--- src/rtl/packet_output_arbiter_pkg.sv ---
// packet_output_arbiter_pkg: shared router AXI-Stream types, routing-header TID and arbiter FSM states.
// TDEST/TUSER fields appear only under TDEST_PRESENT / TUSER_PRESENT; TID is always carried for framing.
package packet_output_arbiter_pkg;
  localparam int PKG_DATA_W = 32;
  localparam int PKG_ID_W = 4;
  localparam int PKG_DEST_W = 4;
  localparam int PKG_USER_W = 4;
  localparam logic [PKG_ID_W-1:0] ROUTING_HEADER = 4'hF;
  typedef struct packed {
`ifdef TUSER_PRESENT
    logic [PKG_USER_W-1:0] TUSER;
`endif
`ifdef TDEST_PRESENT
    logic [PKG_DEST_W-1:0] TDEST;
`endif
    logic [PKG_ID_W-1:0] TID;
    logic TLAST;
    logic [PKG_DATA_W-1:0] TDATA;
  } axis_data_t;
  typedef struct packed {
    logic TVALID;
    axis_data_t data;
  } axis_mosi_t;
  typedef struct packed {
    logic TREADY;
  } axis_miso_t;
  typedef enum logic {IDLE, LOCKED} arb_state_e;
  // A header beat never closes a packet, even with TLAST set.
  function automatic logic is_terminator(input axis_data_t d);
    return d.TLAST && d.TID != ROUTING_HEADER;
  endfunction
endpackage

--- src/rtl/packet_output_arbiter_rr_arbiter.sv ---
// rr_arbiter: combinational round-robin pick of the first request at or after rr_ptr_i, with wrap.
module rr_arbiter #(
  parameter int N = 5,
  parameter int W = 3
) (
  input  logic [N-1:0] req_i,
  input  logic [W-1:0] rr_ptr_i,
  output logic [W-1:0] winner_o,
  output logic         any_req_o
);
  int idx;
  // Scan from lowest to highest priority so the last hit is the winner.
  always_comb begin
    winner_o = '0;
    any_req_o = 1'b0;
    idx = 0;
    for (int k = N - 1; k >= 0; k--) begin
      idx = int'(rr_ptr_i) + k;
      if (idx >= N) idx = idx - N;
      if (req_i[idx]) begin
        winner_o = W'(idx);
        any_req_o = 1'b1;
      end
    end
  end
endmodule

--- src/rtl/packet_output_arbiter.sv ---
// packet_output_arbiter: per-output round-robin packet arbiter, grant locked from routing header to TLAST.
// Define PACKET_ARBITER_SKID_EN to register the output through a 2-entry skid buffer.
module packet_output_arbiter
  import packet_output_arbiter_pkg::*;
#(
  parameter int AXIS_DATA_WIDTH = PKG_DATA_W,
  parameter int ID_WIDTH = PKG_ID_W,
  parameter int DEST_WIDTH = PKG_DEST_W,
  parameter int USER_WIDTH = PKG_USER_W,
  parameter int CHANNEL_NUMBER = 5,
  parameter int CHANNEL_NUMBER_WIDTH = $clog2(CHANNEL_NUMBER)
) (
  input  logic                                clk_i,
  input  logic                                rst_n_i,
  input  axis_mosi_t [CHANNEL_NUMBER-1:0]     in_mosi_i,
  output axis_miso_t [CHANNEL_NUMBER-1:0]     in_miso_o,
  output axis_mosi_t                          out_mosi_o,
  input  axis_miso_t                          out_miso_i
);
  localparam int N = CHANNEL_NUMBER;
  localparam int W = CHANNEL_NUMBER_WIDTH;

  // The stream types live in the shared package, so the widths must agree with it.
  if (AXIS_DATA_WIDTH != PKG_DATA_W || ID_WIDTH != PKG_ID_W || DEST_WIDTH != PKG_DEST_W ||
      USER_WIDTH != PKG_USER_W) begin : g_cfg_check
    $error("packet_output_arbiter: widths must match packet_output_arbiter_pkg");
  end

  arb_state_e state_q, state_d;
  logic [W-1:0] grant_q, grant_d, rr_ptr_q, rr_ptr_d, winner, sel;
  logic [N-1:0] req;
  logic any_req, live, ds_ready, hs;
  axis_mosi_t fwd;

  always_comb
    for (int i = 0; i < N; i++) req[i] = in_mosi_i[i].TVALID && in_mosi_i[i].data.TID == ROUTING_HEADER;

  rr_arbiter #(.N(N), .W(W)) u_rr (
    .req_i    (req),
    .rr_ptr_i (rr_ptr_q),
    .winner_o (winner),
    .any_req_o(any_req)
  );

  always_comb begin
    sel = state_q == LOCKED ? grant_q : winner;
    live = rst_n_i && (state_q == LOCKED || any_req);
    fwd = live ? in_mosi_i[sel] : '0;
    hs = fwd.TVALID && ds_ready;
    for (int i = 0; i < N; i++) in_miso_o[i].TREADY = live && ds_ready && sel == W'(i);
    state_d = state_q;
    grant_d = grant_q;
    rr_ptr_d = rr_ptr_q;
    if (state_q == IDLE && hs) begin
      state_d = LOCKED;
      grant_d = winner;
      rr_ptr_d = winner == W'(N - 1) ? '0 : winner + 1'b1;
    end else if (state_q == LOCKED && hs && is_terminator(fwd.data)) begin
      state_d = IDLE;
    end
  end

  always_ff @(posedge clk_i or negedge rst_n_i)
    if (!rst_n_i) begin
      state_q <= IDLE;
      grant_q <= '0;
      rr_ptr_q <= '0;
    end else begin
      state_q <= state_d;
      grant_q <= grant_d;
      rr_ptr_q <= rr_ptr_d;
    end

`ifdef PACKET_ARBITER_SKID_EN
  axis_mosi_t [1:0] skid_q;
  logic [1:0] cnt_q;
  logic pop;
  // Upstream readiness comes only from occupancy, never from out_miso_i.
  assign ds_ready = cnt_q != 2'd2;
  assign pop = cnt_q != 2'd0 && out_miso_i.TREADY;
  assign out_mosi_o = cnt_q != 2'd0 ? skid_q[0] : '0;

  always_ff @(posedge clk_i or negedge rst_n_i)
    if (!rst_n_i) begin
      skid_q <= '0;
      cnt_q <= '0;
    end else begin
      if (pop) skid_q[0] <= skid_q[1];
      if (hs) skid_q[1'(cnt_q - 2'(pop))] <= fwd;
      cnt_q <= cnt_q + 2'(hs) - 2'(pop);
    end
`else
  assign ds_ready = out_miso_i.TREADY;
  assign out_mosi_o = fwd;
`endif
endmodule

--- config.mk ---
export PLATFORM = sky130hd
export DESIGN_NAME = packet_output_arbiter
export DESIGN_NICKNAME = d
export VERILOG_FILES = /design/src/rtl/packet_output_arbiter_pkg.sv /design/src/rtl/packet_output_arbiter_rr_arbiter.sv /design/src/rtl/packet_output_arbiter.sv
export SDC_FILE = /design/constraint.sdc
export NUM_CORES = 1
export LEC_CHECK = 0
export BUFFER_PORTS_ARGS = -buffer_cell sky130_fd_sc_hd__buf_2
export CAP_MARGIN = 10
export CELL_PAD_IN_SITES_DETAIL_PLACEMENT = 1
export CELL_PAD_IN_SITES_GLOBAL_PLACEMENT = 1
export CORE_AREA = 2 2 119 121
export CTS_BUF_LIST = sky130_fd_sc_hd__clkbuf_16
export CTS_CLUSTER_SIZE = 25
export DETAILED_ROUTE_END_ITERATION = 10
export DIE_AREA = 0 0 121 123
export GPL_TIMING_DRIVEN = 0
export PLACE_DENSITY = 0.77
export SYNTH_ARGS = -nofsm -noshare
export SYNTH_HDL_FRONTEND = slang
export SYNTH_SLANG_ARGS = --single-unit
--- constraint.sdc ---
create_clock -name clk_i -period 4.2 [get_ports clk_i]
set_input_delay 0.42 -clock clk_i [delete_from_list [all_inputs] [get_ports clk_i]]
set_output_delay 0.42 -clock clk_i [all_outputs]
set_load 0.005 [all_outputs]
==> results by group <==
Detailed routing
  • Met3 WL: 1.80 mm
  • Via Count: 5356
  • Post-DRT Antenna Nets: 0
  • Uppermost layer routed: met4
  • Routed wire per std cell: 22.0 microns
  • Total length of routed wires: 21.6 mm
  • Vias per cell: 5.46
  • Met2 wire len: 10.7 mm
  • Drt pass-1 iters: 5
  • First DRT Iteration DRCs: 362
  • Post-route DRC: 0
  • Metal1 wirelength: 8.04 mm

STA
  • TNS Setup: -15.33 ns
  • Crit path time final: 4.64 ns
  • Fin. Hold Viols: 0
  • RSZ-0062 raised after global routing: yes
  • Slew Limit Headroom: 67.3%
  • Crit share post-route: 110%
  • Max Fclk: 216 MHz
  • Max-slew violations: 0
  • Setup Skew: 0.00142 ns
  • Worst hold slack: 0.0427 ns
  • Setup violators final: 49
  • Final setup margin: -0.436 ns
  • Slew @ Worst Pin: 0.491 ns

Worst setup path
  • Most common cell on crit path: buf_4
  • WS Path Type: flop to primary output
  • WP data arrival: 4.22 ns
  • Worst path slowest cell: or3_4
  • CP endpoint kind: primary output
  • Crit start category: flop
  • Worst-path fanout max: 7
  • Worst path max stage delay: 0.46 ns
  • Crit path cell chain: clkinvlp_4 -> ha_2 -> ha_4 -> a21boi_4 -> mux2i_1 -> o22ai_2 -> or3_4 -> a211oi_4 -> o211ai_2 -> buf_4 -> buf_4 -> a21oi_2 -> a2111oi_2 -> a22oi_2 -> inv_1 -> buf_2
  • Reg-to-Reg Start: rr_ptr_q[1]$_DFFE_PN0P_
  • CP Launch Point: rr_ptr_q[1]$_DFFE_PN0P_
  • Worst EP required: 3.78 ns

Clocking
  • CTS Buf Count: 3
  • Maximum clock insertion buffer count: 2
  • CTS tree: built
  • Depth of the CTS H-tree: 1
  • Clock sinks: 7
  • Clk root buf: clkbuf_16
  • CTS hold repair buffers: 0
  • Worst skew pair latency: 0.23 ns
  • Clock-pin slew on the worst setup and hold paths: 0.03 ns

Synth
  • Ys flop type: dfrtp_1
  • Post-synth EDFFs: 0
  • Synth warnings: 0
  • Ys async rst share: 100%
  • Mapped Area: 3220 sq um
  • Syn nets: 716
  • Sequential area share after synthesis: 5.44%
  • Post-Synthesis Cells: 509
  • Netlist cell types: 65
  • Synthesis-stage register bit count: 7
  • Syn Area/Cell: 6.33 sq um

Power and ir drop
  • Max IR drop VDD: 0.000255 V
  • Combinational Power Share: 94.1%
  • Switching part of the total power: 54.0%
  • Net switching power figure: 2.63 mW
  • Lkg Pwr: 2.97 nW
  • Pwr dens: 800 nW/um^2
  • Clock power frac: 3.2%
  • Tot Pwr: 4.87 mW
  • Fraction of power consumed by sequential logic: 2.7%
  • Int Pwr: 2.24 mW

Floorplanning
  • Chip height: 123 microns
  • Initial Utilization: 23.7%
  • IO Pins: 236
  • # rows: 43
  • Die width: 121 microns
  • Core area: 13600 sq um
  • Die ar.: 14900 sq um

Min path
  • Hold Crit Class: input port to asynchronous set/reset pin

Final layout
  • Commonest non-fill, non-tap cell in the layout: buf_2
  • Area Overhead vs Synth: 88.7%
  • Most frequent cells in the layout: 237 x buf_2, 96 x nand2_1, 41 x nand3_1
  • Share of cells above drive strength 1: 56.3%
  • Final net count: 1006
  • Fin area: 6080 sq um
  • Final cell count without fillers: 981

Run
  • Max Cap Viol: 0

Placement
  • DP HPWL: 15.1 mm
  • IO buf count: 235
  • Placed Cells: 924
  • Gpl congestion: 0.885
  • Post-DP Area: 4620 sq um

GRT
  • Vias in the first global route: 5521
  • Largest net degree at the start of global routing: 11
  • Initial antenna violation count: 3
  • All-layer global routing usage: 25.9%
  • First-pass GRT wire length: 29.9 mm
  • Overflow left after global routing: 0

Outcome
  • Failing checks: setup timing
  • Run status: finished with violations
==> Yosys cell counts, types with 5 or more instances <==
library cell | number | area share [%]
inv_1 | 11 | 1.3
a22oi_1 | 6 | 1.4
ha_1 | 13 | 5.0
a21oi_1 | 34 | 5.3
mux2_1 | 6 | 2.1
xnor2_1 | 5 | 1.4
dfrtp_1 | 7 | 5.4
o2111ai_1 | 27 | 7.3
nand2b_1 | 32 | 6.2
and3_1 | 10 | 1.9
nor2b_1 | 5 | 0.97
nor3_1 | 9 | 1.4
nand3_1 | 43 | 6.7
o21ai_0 | 14 | 2.2
mux2_2 | 6 | 2.1
mux2i_1 | 20 | 6.2
nand2_1 | 115 | 13
nor2_1 | 36 | 4.2
buf_1 | 8 | 0.93
a32oi_1 | 9 | 2.4
clkbuf_1 | 19 | 2.2
==> worst max-delay path: cells and delay by family (launching register included) <==
family / cells / cell delay [ns]
fa+ha+maj: 2 / 0.48
compound gates: 7 / 1.64
simple gates: 1 / 0.46
flops: 1 / 0.42
buf+inv: 5 / 0.64
mux: 1 / 0.35
==> worst paths after layout <==
| path | endpoint | slack, ns | cells past startpoint |
|---|---|---|---|
| worst max-delay path | out_mosi_o[36] | -0.44 | 16 |
| worst min register to register | grant_q[1]$_DFFE_PN0P_ | 0.55 | 1 |
| max in group asynchronous | rr_ptr_q[0]$_DFFE_PN0P_ | 3.96 | 1 |
| min in group clk_i | grant_q[1]$_DFFE_PN0P_ | 0.55 | 1 |
| worst max register to register | state_q$_DFFE_PN0P_ | -0.32 | 17 |
| worst min-delay path | grant_q[0]$_DFFE_PN0P_ | 0.04 | 1 |
==> per-layer routing <==
layer,track usage (%),vias to the layer above
li1,-,2443
met1,31.6,2569
met2,45.1,277
met3,4.84,67
met4,9.88,0
met5,0,-
==> per-stage QoR <==
step | setup WS, ns | utilization, %
final | -0.436 | 44.7
after global routing | -0.511 | 44.6
after CTS | -0.263 | 41.5
after detailed placement | -1.25 | 34.0
after global placement | -1.14 | 34.0
after floorplan | 0.00766 | -
==> what timing repair did <==
item	in CTS	in global routing
setup buffers	36	12
gates cloned	4	0
setup endpoints to repair	50	50
resized for setup	159	73
pin swaps	57	31
==> cells by family after synthesis <==
logic type               synth area share (%)
flip-flops                               5.44
XOR/XNOR                                 1.36
AND/OR/NAND/NOR                          40.2
buffers and inverters                    5.51
AO/OA/AOI/OAI                            30.5
adder cells (fa/ha/maj)                  5.67
multiplexers                             11.3
==> registers in the layout (all words and copies together), names as in the netlist <==
signal / cells
grant_q: 3
rr_ptr_q: 3
state_q: 1
==> area by class of cell <==
| class | instances | area, sq um |
|---|---|---|
| buffer | 30 | 348 |
| multi-input combinational | 457 | 3510 |
| timing repair buffer | 287 | 1680 |
| clock inverter | 1 | 3.75 |
| tap | 180 | 225 |
| antenna | 3 | 7.51 |
| inverter | 13 | 61.3 |
| fill | 1769 | 7530 |
| sequential | 7 | 179 |
| clock buffer | 3 | 75.1 |
==> power by group through the flow <==
| stage | clock network [mW] | logic, mW | registers (mW) |
|---|---|---|---|
| floorplan | 0 | 2.13 | 0.127 |
| global route | 0.161 | 4.88 | 0.135 |
| detailed placement | 0 | 3.13 | 0.144 |
| global placement | 0 | 3.08 | 0.141 |
| finish | 0.156 | 4.58 | 0.133 |
| CTS | 0.158 | 3.90 | 0.128 |
(Power assumes the default switching activity.)
